===== src/rtl/booth_pkg.sv =====
// Shared definitions for the Booth multiplier arbiter: FSM encoding,
// default operand width, Booth recoding pair codes and the port pick rule.
package booth_pkg;

  localparam int W_DEFAULT = 8;

  typedef enum logic [1:0] {
    ST_IDLE = 2'd0,
    ST_LOAD = 2'd1,
    ST_RUN  = 2'd2,
    ST_DONE = 2'd3
  } state_t;

  // {Qr[0], q_1} pairs that change the accumulator; 00 and 11 leave it alone.
  localparam logic [1:0] PAIR_SUB = 2'b10;
  localparam logic [1:0] PAIR_ADD = 2'b01;

  // Winner of one arbitration round: a lone requester always wins, a tie
  // goes to the port named by the round-robin pointer.
  function automatic logic pick_port(input logic req0, input logic req1, input logic ptr);
    pick_port = (req0 & req1) ? ptr : req1;
  endfunction

endpackage


===== src/rtl/booth_mul_arbiter_if.sv =====
// Client-side bus of the shared multiplier: two request/ack ports with
// operands, plus the shared tagged result bus and busy flag.
interface booth_mul_arbiter_if #(
  parameter int W = booth_pkg::W_DEFAULT
) ();

  logic           req0;
  logic [W-1:0]   m0;
  logic [W-1:0]   q0;
  logic           ack0;
  logic           req1;
  logic [W-1:0]   m1;
  logic [W-1:0]   q1;
  logic           ack1;
  logic [2*W-1:0] out;
  logic           out_valid;
  logic           out_id;
  logic           busy;

  modport master (
    output req0, m0, q0, req1, m1, q1,
    input  ack0, ack1, out, out_valid, out_id, busy
  );

  modport slave (
    input  req0, m0, q0, req1, m1, q1,
    output ack0, ack1, out, out_valid, out_id, busy
  );

endinterface


===== src/rtl/booth_seq_core.sv =====
// Sequential radix-2 Booth multiplier datapath. A pulse on load captures
// the operands; the core then runs one Booth step per cycle until its
// down-counter reaches zero. The accumulator is W+1 bits so that a
// multiplicand of -2^(W-1) can be negated without overflow.
module booth_seq_core
  import booth_pkg::*;
#(
  parameter int W = W_DEFAULT
) (
  input  logic           clk,
  input  logic           rst,
  input  logic           load,
  input  logic [W-1:0]   m,
  input  logic [W-1:0]   q,
  output logic [2*W-1:0] product,
  output logic           done
);

  localparam int CW = $clog2(W + 1);

  logic [W:0]    acc;
  logic [W:0]    mcand;
  logic [W:0]    sum;
  logic [W-1:0]  qr;
  logic          q_1;
  logic [CW-1:0] count;

  // Booth recoding: add, subtract or pass the multiplicand for this step.
  always_comb begin
    sum = acc;
    case ({qr[0], q_1})
      PAIR_SUB: sum = acc - mcand;
      PAIR_ADD: sum = acc + mcand;
      default:  sum = acc;
    endcase
  end

  // Operand load, then one arithmetic right shift of {A, Qr, q_1} per step.
  always_ff @(posedge clk or posedge rst) begin
    if (rst) begin
      acc   <= '0;
      mcand <= '0;
      qr    <= '0;
      q_1   <= 1'b0;
      count <= '0;
    end else if (load) begin
      acc   <= '0;
      mcand <= {m[W-1], m};
      qr    <= q;
      q_1   <= 1'b0;
      count <= CW'(W);
    end else if (count != '0) begin
      acc   <= {sum[W], sum[W:1]};
      qr    <= {sum[0], qr[W-1:1]};
      q_1   <= qr[0];
      count <= count - CW'(1);
    end
  end

  assign product = {acc[W-1:0], qr};
  // High during the cycle that performs the final step.
  assign done    = (count == CW'(1));

endmodule


===== src/rtl/booth_mul_arbiter.sv =====
// Round-robin front end sharing one booth_seq_core between two clients.
// Grants one request per IDLE edge, captures that port's operands, runs
// the core and returns the product tagged with the requester id.
//
// state | meaning
// IDLE  | waiting for a request; arbitration and operand capture happen here
// LOAD  | ack to the granted port, core initialised from captured operands
// RUN   | W Booth steps in the core
// DONE  | product presented with out_valid and out_id
module booth_mul_arbiter
  import booth_pkg::*;
#(
  parameter int W = W_DEFAULT
) (
  input  logic                clk,
  input  logic                rst,
  booth_mul_arbiter_if.slave  bus
);

  state_t         state;
  state_t         state_nxt;
  logic           any_req;
  logic           winner;
  logic           ptr;
  logic           grant_id;
  logic [W-1:0]   m_reg;
  logic [W-1:0]   q_reg;
  logic [2*W-1:0] product;
  logic           core_done;
  logic [2*W-1:0] out_reg;
  logic           id_reg;

  assign any_req = bus.req0 | bus.req1;
  assign winner  = pick_port(bus.req0, bus.req1, ptr);

  // State register.
  always_ff @(posedge clk or posedge rst) begin
    if (rst) begin
      state <= ST_IDLE;
    end else begin
      state <= state_nxt;
    end
  end

  // Next-state logic; requests only matter in IDLE.
  always_comb begin
    state_nxt = state;
    case (state)
      ST_IDLE: if (any_req) state_nxt = ST_LOAD;
      ST_LOAD: state_nxt = ST_RUN;
      ST_RUN:  if (core_done) state_nxt = ST_DONE;
      ST_DONE: state_nxt = ST_IDLE;
      default: state_nxt = ST_IDLE;
    endcase
  end

  // Grant bookkeeping: winner id, pointer hand-over and operand capture.
  always_ff @(posedge clk or posedge rst) begin
    if (rst) begin
      ptr      <= 1'b0;
      grant_id <= 1'b0;
      m_reg    <= '0;
      q_reg    <= '0;
    end else if (state == ST_IDLE && any_req) begin
      ptr      <= ~winner;
      grant_id <= winner;
      m_reg    <= winner ? bus.m1 : bus.m0;
      q_reg    <= winner ? bus.q1 : bus.q0;
    end
  end

  booth_seq_core #(.W(W)) u_core (
    .clk     (clk),
    .rst     (rst),
    .load    (state == ST_LOAD),
    .m       (m_reg),
    .q       (q_reg),
    .product (product),
    .done    (core_done)
  );

  // Keep the last delivered result and its owner on the bus between DONEs.
  always_ff @(posedge clk or posedge rst) begin
    if (rst) begin
      out_reg <= '0;
      id_reg  <= 1'b0;
    end else if (state == ST_DONE) begin
      out_reg <= product;
      id_reg  <= grant_id;
    end
  end

  assign bus.ack0      = (state == ST_LOAD) && !grant_id;
  assign bus.ack1      = (state == ST_LOAD) && grant_id;
  assign bus.out_valid = (state == ST_DONE);
  assign bus.out       = (state == ST_DONE) ? product : out_reg;
  assign bus.out_id    = (state == ST_DONE) ? grant_id : id_reg;
  assign bus.busy      = (state != ST_IDLE);

endmodule

===== src/flat_wrapper.sv =====
// flat-port wrapper written by rule: the top's interface ports become plain ports
module booth_mul_arbiter_flat import booth_pkg::*;
#(
  parameter int W = W_DEFAULT
)
  (clk, rst, bus_req0, bus_m0, bus_q0, bus_req1, bus_m1, bus_q1, bus_ack0, bus_ack1, bus_out, bus_out_valid, bus_out_id, bus_busy);
  booth_mul_arbiter_if #(.W(W)) bus_i ();
  input  logic clk;
  input  logic rst;
  input wire logic [$bits(bus_i.req0)-1:0] bus_req0;
  input wire logic [$bits(bus_i.m0)-1:0] bus_m0;
  input wire logic [$bits(bus_i.q0)-1:0] bus_q0;
  input wire logic [$bits(bus_i.req1)-1:0] bus_req1;
  input wire logic [$bits(bus_i.m1)-1:0] bus_m1;
  input wire logic [$bits(bus_i.q1)-1:0] bus_q1;
  output wire logic [$bits(bus_i.ack0)-1:0] bus_ack0;
  output wire logic [$bits(bus_i.ack1)-1:0] bus_ack1;
  output wire logic [$bits(bus_i.out)-1:0] bus_out;
  output wire logic [$bits(bus_i.out_valid)-1:0] bus_out_valid;
  output wire logic [$bits(bus_i.out_id)-1:0] bus_out_id;
  output wire logic [$bits(bus_i.busy)-1:0] bus_busy;
  assign bus_i.req0 = bus_req0;
  assign bus_i.m0 = bus_m0;
  assign bus_i.q0 = bus_q0;
  assign bus_i.req1 = bus_req1;
  assign bus_i.m1 = bus_m1;
  assign bus_i.q1 = bus_q1;
  assign bus_ack0 = bus_i.ack0;
  assign bus_ack1 = bus_i.ack1;
  assign bus_out = bus_i.out;
  assign bus_out_valid = bus_i.out_valid;
  assign bus_out_id = bus_i.out_id;
  assign bus_busy = bus_i.busy;
  booth_mul_arbiter #(.W(W)) u_core (.clk(clk), .rst(rst), .bus(bus_i));
endmodule

===== config.mk =====
export PLATFORM = sky130hd
export DESIGN_NAME = booth_mul_arbiter_flat
export DESIGN_NICKNAME = d
export VERILOG_FILES = /design/src/rtl/booth_pkg.sv /design/src/rtl/booth_mul_arbiter_if.sv /design/src/rtl/booth_seq_core.sv /design/src/rtl/booth_mul_arbiter.sv /design/src/flat_wrapper.sv
export SDC_FILE = /design/constraint.sdc
export NUM_CORES = 1
export LEC_CHECK = 0
export BUFFER_PORTS_ARGS = -buffer_cell sky130_fd_sc_hd__clkbuf_2
export CAP_MARGIN = 20
export CORE_MARGIN = 4
export CORE_UTILIZATION = 45
export CTS_BUF_LIST = sky130_fd_sc_hd__clkbuf_4
export DETAILED_ROUTE_END_ITERATION = 12
export GPL_ROUTABILITY_DRIVEN = 1
export PLACE_DENSITY_LB_ADDON = 0.12
export SYNTH_ARGS = -nofsm -noshare
export SYNTH_HDL_FRONTEND = slang
export SYNTH_SLANG_ARGS = --single-unit

===== constraint.sdc =====
create_clock -name clk -period 7.06 [get_ports clk]
set_clock_uncertainty 0.15 [all_clocks]
set_input_delay 1.059 -clock clk [delete_from_list [all_inputs] [get_ports clk]]
set_output_delay 1.059 -clock clk [all_outputs]
set_load 0.03 [all_outputs]

==> flow_metrics.env, run 1 <==
export IMPL_grtUsageTotal_pct=16.5
export IMPL_drc=0
export IMPL_cp_max_fo=18
export IMPL_irDropWorstVdd_mv=0.204
export IMPL_period_share_pct=47.9
export IMPL_min_path_type="reg -> reg"
export IMPL_ctsResizeCount=0
export IMPL_wl_um=6800
export IMPL_dr_total_vias=2505
export IMPL_multi_input_area_um2=1680
export IMPL_power_density_nw_per_um2=555
export IMPL_async_flop_share_pct=100
export IMPL_synth_top_area_share_pct=47.3
export IMPL_ys_flop_type="dfrtp_1"
export IMPL_grt_antenna_before_repair=0
export IMPL_setup_viol=0
export IMPL_drtIter0Drc=118
export IMPL_path_class="reg -> out"
export IMPL_postSynthCellCount=330
export IMPL_nFillCells=687
export IMPL_grt_pass1_wl_um=11700
export IMPL_yosys_cell_types_count=46
export IMPL_max_cap_violations=0
export IMPL_cts_root_buf="clkbuf_4"
export IMPL_dieArea_um2=9230
export IMPL_grt_max_degree=67
export IMPL_maxSlewHeadroom_pct=32.2
export IMPL_core_um2=7410
export IMPL_tightestPinTransition_ns=1.02
export IMPL_synth_area_um2=3490
export IMPL_power_mw=2.20
export IMPL_clkSlewWorstSetupHoldPaths_ns=0.10
export IMPL_period_minus_slack_ns=3.38
export IMPL_cts_buffers=9
export IMPL_final_setup_tns_ns=0
export IMPL_portBuffers=56
export IMPL_num_rows=31
export IMPL_postPlaceCellArea_um2=3800
export IMPL_ys_seq_elements=66
export IMPL_fin_nets=436
export IMPL_synth_top_family_by_area="multiplexers"
export IMPL_syn_area_per_cell_um2=10.6
export IMPL_start_kind="flip-flop"
export IMPL_grt_remaining_overflow=0
export IMPL_fin_area_um2=3960
export IMPL_fp_dieW_um=96.1
export IMPL_clock_latency_ns=0.40
export IMPL_antenna_left=0
export IMPL_crit_required_ns=5.85
export IMPL_yosysTopAreaCell="dfrtp_1"
export IMPL_hold_viol=0
export IMPL_drv_slew=0
export IMPL_yosys_area_share_simple_pct=10.9
export IMPL_drive_gt1_share_pct=25.7
export IMPL_via_per_inst=5.18
export IMPL_first_pass_iters=4
export IMPL_synth_seq_area_share_pct=47.3
export IMPL_final_common_cell="dfrtp_1"
export IMPL_mostFrequentLayoutCells="dfrtp_1, clkbuf_2, nand2_1"
export IMPL_num_io_pins=57
export IMPL_cts_max_path_buffers=2
export IMPL_leakage_nw=1.94
export IMPL_cts_setup_buffers=0
export IMPL_synth_compound_area_share_pct=12.0
export IMPL_wl_per_cell_um=14.0
export IMPL_grt_pass1_vias=2392
export IMPL_syn2layout_area_growth_pct=13.4
export IMPL_diodes=0
export IMPL_die_h_um=96.1
export IMPL_cts_tree="built"
export IMPL_dp_hpwl_um=4750
export IMPL_largest_reg_flops=16
export IMPL_h_tree_depth=3
export IMPL_synth_fa_ha_area_share_pct=6.67
export IMPL_arrival_ns=2.17
export IMPL_rsz0062_at_grt="no"
export IMPL_synth_xor_area_share_pct=3.01
export IMPL_holdBufCountCts=0
export IMPL_yosys_warnings=0
export IMPL_clock_fmax_mhz=296
export IMPL_seqCellArea_um2=1650
export IMPL_worstSetupEndpointType="output port"
export IMPL_whs_ns=0.343
export IMPL_status="completed"
export IMPL_yosys_top_cells_area="dfrtp_1, mux2i_1, mux2_2, ha_1, nand2_1"
export IMPL_place_congestion=0.798
export IMPL_synth_fp_nets=384
export IMPL_cts_sinks=66
export IMPL_initial_utilization_pct=47.1
export IMPL_synth_edff_count=0
export IMPL_synth_mux_area_share_pct=15.5
worst max-delay path, stage by stage (launching register included):
cell and delay, ns:
dfrtp_1 0.41, ha_1 0.73, mux2_2 0.43, clkbuf_2 0.18
stage by stage:
stage,setup WS [ns],cells,util (%)
2_1_floorplan,3.99,330,-
3_3_place_gp,4.03,469,51.3
3_5_place_dp,3.97,469,51.3
4_1_cts,3.52,483,53.2
5_1_grt,3.49,484,53.4
6_report,3.68,484,53.4
where the power goes:
group / internal (mW) / switching [mW] / leakage, nW / total, mW
Sequential: 0.557 / 0.132 / 0.827 / 0.689
Clock: 0.137 / 0.127 / 0.0744 / 0.263
Combinational: 0.517 / 0.726 / 1.04 / 1.24
Total: 1.21 / 0.985 / 1.94 / 2.20
per-layer routing:
| metal | vias to the layer above | wire length [um] | GRT usage [%] | part of all wire (%) |
|---|---|---|---|---|
| met5 | - | 0 | 0 | 0 |
| met4 | 0 | 104 | 7.11 | 1.5 |
| met3 | 9 | 331 | 4.07 | 4.9 |
| met2 | 63 | 3010 | 25.1 | 44 |
| met1 | 1160 | 3350 | 22.3 | 49 |
| li1 | 1273 | - | - | - |
Yosys cell counts, drive strengths merged, types with 6 or more instances:
library cell	instances
a21oi	15
a31oi	6
buf	10
clkbuf	7
dfrtp	66
ha	17
inv	13
mux2	24
mux2i	27
nand2	37
nor2	18
o21ai	34
xor2	8
final cells by class:
| cell class | count | share of cell area, % |
|---|---|---|
| Sequential cell | 66 | 41.7 |
| Inverter | 13 | 1.23 |
| Clock inverter | 5 | 1.80 |
| Timing Repair Buffer | 59 | 7.84 |
| Clock buffer | 9 | 1.71 |
| Multi-Input combinational cell | 233 | 42.6 |
| Tap cell | 99 | 3.13 |
path summary, 6_finish.rpt:
kind                                          start                    to  slack, ns  depth (start not counted)
worst min-delay path                u_core.q_reg[7]       u_core.q_reg[7]       0.34                          2
worst min register to register      u_core.q_reg[7]       u_core.q_reg[7]       0.34                          2
worst max-delay path                u_core.state[0]           bus_out[11]       3.68                          3
max in group asynchronous                       rst  u_core.u_core.acc[4]       5.50                          3
min in group asynchronous                       rst     u_core.out_reg[6]       0.71                          3
worst max register to register  u_core.u_core.qr[0]  u_core.u_core.acc[7]       3.97                          9
cells by family after synthesis:
group | Yosys count
AND/OR/NAND/NOR | 81
AO/OA/AOI/OAI | 71
flip-flops | 66
multiplexers | 51
buffers and inverters | 31
adder cells (fa/ha/maj) | 18
XOR/XNOR | 12
(Power assumes the default switching activity.)
==> run 2: changes to the inputs <==
Clock period 7.06 ns to 2.95 ns, I/O delays scaled along.
==> run 2 against run 1 <==
Compared with the run above:
- cell area up 3.9%
- non-clock buffer count is 10 higher
- flip-flop and latch count did not move
- worst setup slack worse by 3.6 ns
- clock-buffer cell count is 2 higher
- clock power increased by 130%
- critical path type is now reg -> reg
==> flow_metrics.env, run 2 (same netlist as run 1, synthesis figures left out) <==
export IMPL_power_mw=5.50
export IMPL_cp_slowest_cell="or4b_4"
export IMPL_setup_viol=0
export IMPL_drc=0
export IMPL_start_kind="flip-flop"
export IMPL_reg2reg_from="u_core.u_core.qr[0]"
export IMPL_cp_max_fo=7
export IMPL_crit_required_ns=3.14
export IMPL_mostFrequentLayoutCells="dfrtp_1, clkbuf_2, nand2_1"
export IMPL_antenna_left=0
export IMPL_fin_nets=446
export IMPL_first_pass_iters=4
export IMPL_cts_max_path_buffers=2
export IMPL_dp_hpwl_um=4790
export IMPL_h_tree_depth=3
export IMPL_cts_tree="built"
export IMPL_grt_pass1_vias=2377
export IMPL_diodes=0
export IMPL_hold_viol=0
export IMPL_min_path_type="in -> reg"
export IMPL_die_h_um=96.1
export IMPL_final_common_cell="dfrtp_1"
export IMPL_cts_sinks=66
export IMPL_leakage_nw=1.99
export IMPL_tightestPinTransition_ns=0.858
export IMPL_grt_max_degree=39
export IMPL_grt_remaining_overflow=0
export IMPL_grt_pass1_wl_um=11400
export IMPL_period_share_pct=96.2
export IMPL_wl_um=6640
export IMPL_place_congestion=0.793
export IMPL_clkSlewWorstSetupHoldPaths_ns=0.11
export IMPL_dr_total_vias=2503
export IMPL_initial_utilization_pct=47.1
export IMPL_crit_path_cell_trace="inv_1, ha_1, buf_4, a21oi_1, xor2_1, ha_4, a21oi_4, a21boi_1, o31a_1, or4b_4, a21oi_2"
export IMPL_irDropWorstVdd_mv=0.397
export IMPL_maxSlewHeadroom_pct=42.8
export IMPL_drive_gt1_share_pct=31.5
export IMPL_wl_per_cell_um=13.4
export IMPL_dp_cells=474
export IMPL_cts_root_buf="clkbuf_4"
export IMPL_power_density_nw_per_um2=1340
export IMPL_rsz0062_at_grt="no"
export IMPL_fin_area_um2=4110
export IMPL_arrival_ns=3.03
export IMPL_drv_slew=0
export IMPL_rr_worst_depth=11
export IMPL_regToRegSetupSlack_ns=0.11
export IMPL_portBuffers=56
export IMPL_fp_dieW_um=96.1
export IMPL_final_cells=496
export IMPL_clock_fmax_mhz=352
export IMPL_grtUsageTotal_pct=16.1
export IMPL_num_rows=31
export IMPL_core_um2=7410
export IMPL_clock_latency_ns=0.42
export IMPL_max_cap_violations=0
export IMPL_postPlaceCellArea_um2=3840
export IMPL_grt_antenna_before_repair=0
export IMPL_timing_rr_end="u_core.u_core.acc[7]"
export IMPL_worstSetupEndpointType="flip-flop"
export IMPL_path_class="reg -> reg"
export IMPL_via_per_inst=5.05
export IMPL_cp_slowest_stage_delay_ns=0.51
export IMPL_largest_reg_flops=16
export IMPL_period_minus_slack_ns=2.84
export IMPL_cts_buffers=9
export IMPL_holdPathStages=2
export IMPL_dieArea_um2=9230
export IMPL_status="completed"
export IMPL_syn2layout_area_growth_pct=17.8
export IMPL_drtIter0Drc=84
export IMPL_hold_start="bus_req1"
export IMPL_whs_ns=0.131
export IMPL_num_io_pins=57
export IMPL_final_setup_tns_ns=0
export IMPL_min_to="u_core.ptr"
[run 2: where the power goes]
part	switching, mW	internal (mW)
Clock	0.321	0.275
Sequential	0.307	1.34
Combinational	1.83	1.43
[run 2: final cells by class]
class                           count  area [um2]
Clock buffer                       11        82.6
Clock inverter                      5        55.1
Fill cell                         671        3300
Inverter                           13        48.8
Multi-Input combinational cell    233        1760
Sequential cell                    66        1650
Tap cell                           99         124
Timing Repair Buffer               69         388
[run 2: worst max path at each step]
stage	from	end	slack [ns]	cells after the start
5_1_grt	u_core.u_core.qr[0]	u_core.u_core.acc[7]	0.008	11
3_3_place_gp	u_core.u_core.mcand[2]	u_core.u_core.acc[7]	0.12	9
3_5_place_dp	u_core.u_core.qr[0]	u_core.u_core.acc[7]	0.00001	11
4_1_cts	u_core.u_core.mcand[0]	u_core.u_core.acc[7]	0.03	9
2_1_floorplan	u_core.u_core.qr[0]	u_core.u_core.acc[7]	0.16	10
6_report	u_core.u_core.qr[0]	u_core.u_core.acc[7]	0.11	11
[run 2: what timing repair did]
action | in CTS | in global routing
hold endpoints to repair | 25 | 0
hold buffers | 1 | 0
resized for setup | 3 | 15
endpoints found under the setup margin | 1 | 1
setup buffers | 1 | 3
pin swaps | 1 | 3
[run 2: per-layer routing]
metal  wire length [um]  GRT usage, %  up-vias
met2               2970          24.3       62
met3                384          5.94        6
met4                 82          4.98        0
met5                  0             0        -
met1               3200          21.6     1139
li1                   -             -     1296
[run 2: worst max-delay path, delay by kind of cell, from the launching register on]
kind            cells  cell delay, ns
compound gates      5            0.77
xor+xnor            1            0.27
fa+ha+maj           2            0.49
buf+inv             2            0.22
flops               1            0.36
simple gates        1            0.51
[run 2: metrics by stage]
stage,util [%],setup slack (ns)
6_report,55.5,0.113
3_5_place_dp,51.8,0.0000115
2_1_floorplan,-,0.159
3_3_place_gp,51.8,0.122
4_1_cts,54.0,0.0253
5_1_grt,55.5,0.00804
==> run 3: changes to the inputs <==
Settings changed: REMOVE_ABC_BUFFERS set to 1.
==> run 3 against run 2 <==
Compared with the run above:
- via count is 1.5% higher
- final cell count stayed put
- sequential share of layout area is 0.40 points lower
- register-to-register slack hardly changed
- clock power is 29% higher
- highest routed layer unchanged
==> flow_metrics.env, run 3 (same netlist as run 1, synthesis figures left out) <==
export IMPL_status="completed"
export IMPL_final_common_cell="dfrtp_1"
export IMPL_wl_met2_um=3290
export IMPL_grt_max_degree=67
export IMPL_cp_slowest_cell="or4b_4"
export IMPL_via_per_inst=5.12
export IMPL_cts_root_buf="clkbuf_4"
export IMPL_final_setup_tns_ns=0
export IMPL_setup_viol=0
export IMPL_comb_power_share_pct=57.5
export IMPL_first_pass_iters=4
export IMPL_path_class="reg -> reg"
export IMPL_clock_fmax_mhz=353
export IMPL_h_tree_depth=3
export IMPL_worstSetupEndpointType="flip-flop"
export IMPL_power_frac_seq_pct=29.0
export IMPL_cts_buffers=9
export IMPL_drv_slew=0
export IMPL_antenna_left=0
export IMPL_rr_worst_depth=9
export IMPL_regToRegSetupSlack_ns=0.12
export IMPL_core_um2=7410
export IMPL_num_rows=31
export IMPL_cp_max_fo=4
export IMPL_grt_pass1_vias=2467
export IMPL_grt_pass1_wl_um=11800
export IMPL_internal_power_mw=3.20
export IMPL_initial_utilization_pct=47.1
export IMPL_timing_rr_end="u_core.u_core.acc[7]"
export IMPL_mostFrequentLayoutCells="dfrtp_1, clkbuf_2, nand2_1"
export IMPL_crit_required_ns=3.14
export IMPL_leakage_nw=2.02
export IMPL_die_h_um=96.1
export IMPL_cts_sinks=66
export IMPL_min_path_type="in -> async"
export IMPL_max_cap_violations=0
export IMPL_power_density_nw_per_um2=1370
export IMPL_grt_antenna_before_repair=0
export IMPL_dieArea_um2=9230
export IMPL_worst_slack_ns=0.117
export IMPL_place_congestion=0.807
export IMPL_crit_top_cell="a21oi_2"
export IMPL_path_delay_family="simple AND/OR/NAND/NOR gates"
export IMPL_wl_um=7040
export IMPL_cts_max_path_buffers=2
export IMPL_clock_latency_ns=0.42
export IMPL_arrival_ns=3.02
export IMPL_preCtsSetupSlack_ns=0.00393
export IMPL_clkSlewWorstSetupHoldPaths_ns=0.12
export IMPL_fp_dieW_um=96.1
export IMPL_cp_slowest_stage_delay_ns=0.52
export IMPL_diodes=0
export IMPL_critPathBufInv=0
export IMPL_crit_path_cell_trace="nor4_4, a21oi_2, xor2_1, ha_1, a21oi_2, a21boi_1, o31a_1, or4b_4, a21oi_2"
export IMPL_portBuffers=56
export IMPL_grt_remaining_overflow=0
export IMPL_wl_met3_um=281
export IMPL_irDropWorstVdd_mv=0.478
export IMPL_cts_tree="built"
export IMPL_fin_nets=446
export IMPL_grtUsageTotal_pct=16.5
export IMPL_wl_met1_um=3380
export IMPL_num_io_pins=57
export IMPL_maxSlewHeadroom_pct=42.6
export IMPL_dp_hpwl_um=4950
export IMPL_drc=0
export IMPL_whs_ns=0.0715
export IMPL_syn2layout_area_growth_pct=19.0
export IMPL_highest_layer="met4"
export IMPL_power_switching_mw=2.51
export IMPL_largest_reg_flops=16
export IMPL_tightestPinTransition_ns=0.861
export IMPL_period_minus_slack_ns=2.83
export IMPL_reg2reg_from="u_core.u_core.mcand[5]"
export IMPL_pwr_share_clk_pct=13.5
export IMPL_dr_total_vias=2541
export IMPL_drtIter0Drc=72
export IMPL_nFillCells=681
export IMPL_sw_frac_of_total_pct=43.9
export IMPL_start_kind="flip-flop"
export IMPL_drive_gt1_share_pct=32.0
export IMPL_hold_viol=0
export IMPL_wl_per_cell_um=14.2
export IMPL_period_share_pct=96.0
run 3: cell types whose count changed in the layout (fill, tap and decap cells not counted), sizes merged:
cell / before / now
buf: 12 / 13
clkinvlp: 1 / 0
bufinv: 1 / 3
inv: 13 / 14
dlygate4sd3: 1 / 0
clkbuf: 67 / 65
run 3: per-layer routing:
layer	GRT usage, %	vias to the layer above
met3	4.53	7
met1	22.9	1196
li1	-	1289
met5	0	-
met4	4.62	0
met2	25.4	49
run 3: how the worst max path moves through the flow:
stage,start,to,depth (start not counted)
after floorplan,u_core.u_core.qr[0],u_core.u_core.acc[7],9
after global placement,u_core.u_core.mcand[2],u_core.u_core.acc[7],9
after detailed placement,u_core.u_core.mcand[2],u_core.u_core.acc[7],9
after CTS,u_core.u_core.mcand[1],u_core.u_core.acc[7],9
after global routing,u_core.u_core.mcand[3],u_core.u_core.acc[7],9
final,u_core.u_core.mcand[5],u_core.u_core.acc[7],9
run 3: timing repair:
action	4_1_cts	5_1_grt
cloned	0	0
resized for setup	1	18
buffers inserted	3	2
setup endpoints to repair	1	1
hold endpoints to repair	0	0
hold buffers	0	0
pin swaps	2	6
run 3: area by class of cell:
| class | count | area (um2) | share of cell area, % |
|---|---|---|---|
| multi-input cells | 233 | 1750 | 42.2 |
| flip-flops and latches | 66 | 1650 | 39.8 |
| well taps | 99 | 124 | 2.98 |
| clock inverters | 7 | 116 | 2.80 |
| inverters | 13 | 48.8 | 1.18 |
| clock buffers | 9 | 67.6 | 1.63 |
| repair buffers | 69 | 389 | 9.37 |
run 3: power groups by stage:
stage                     clock network, mW  logic (mW)  registers (mW)
final                                 0.770        3.28            1.65
after detailed placement                  0        3.04            1.67
after CTS                             0.792        3.10            1.65
after floorplan                           0        2.38            1.56
after global placement                    0        2.99            1.65
after global routing                  0.833        3.67            1.71
run 3: tightest hold or removal path: stages:
cell      delay [ns]
clkbuf_2        0.09
inv_2           0.03
buf_4           0.62
run 3: stage by stage:
step	util, %	instances	area (um2)	power, mW
after floorplan	-	312	3380	3.94
after global placement	51.8	474	3840	4.64
after detailed placement	51.8	474	3840	4.71
after CTS	54.7	493	4050	5.53
after global routing	56.1	496	4150	6.21
final	56.1	496	4150	5.71
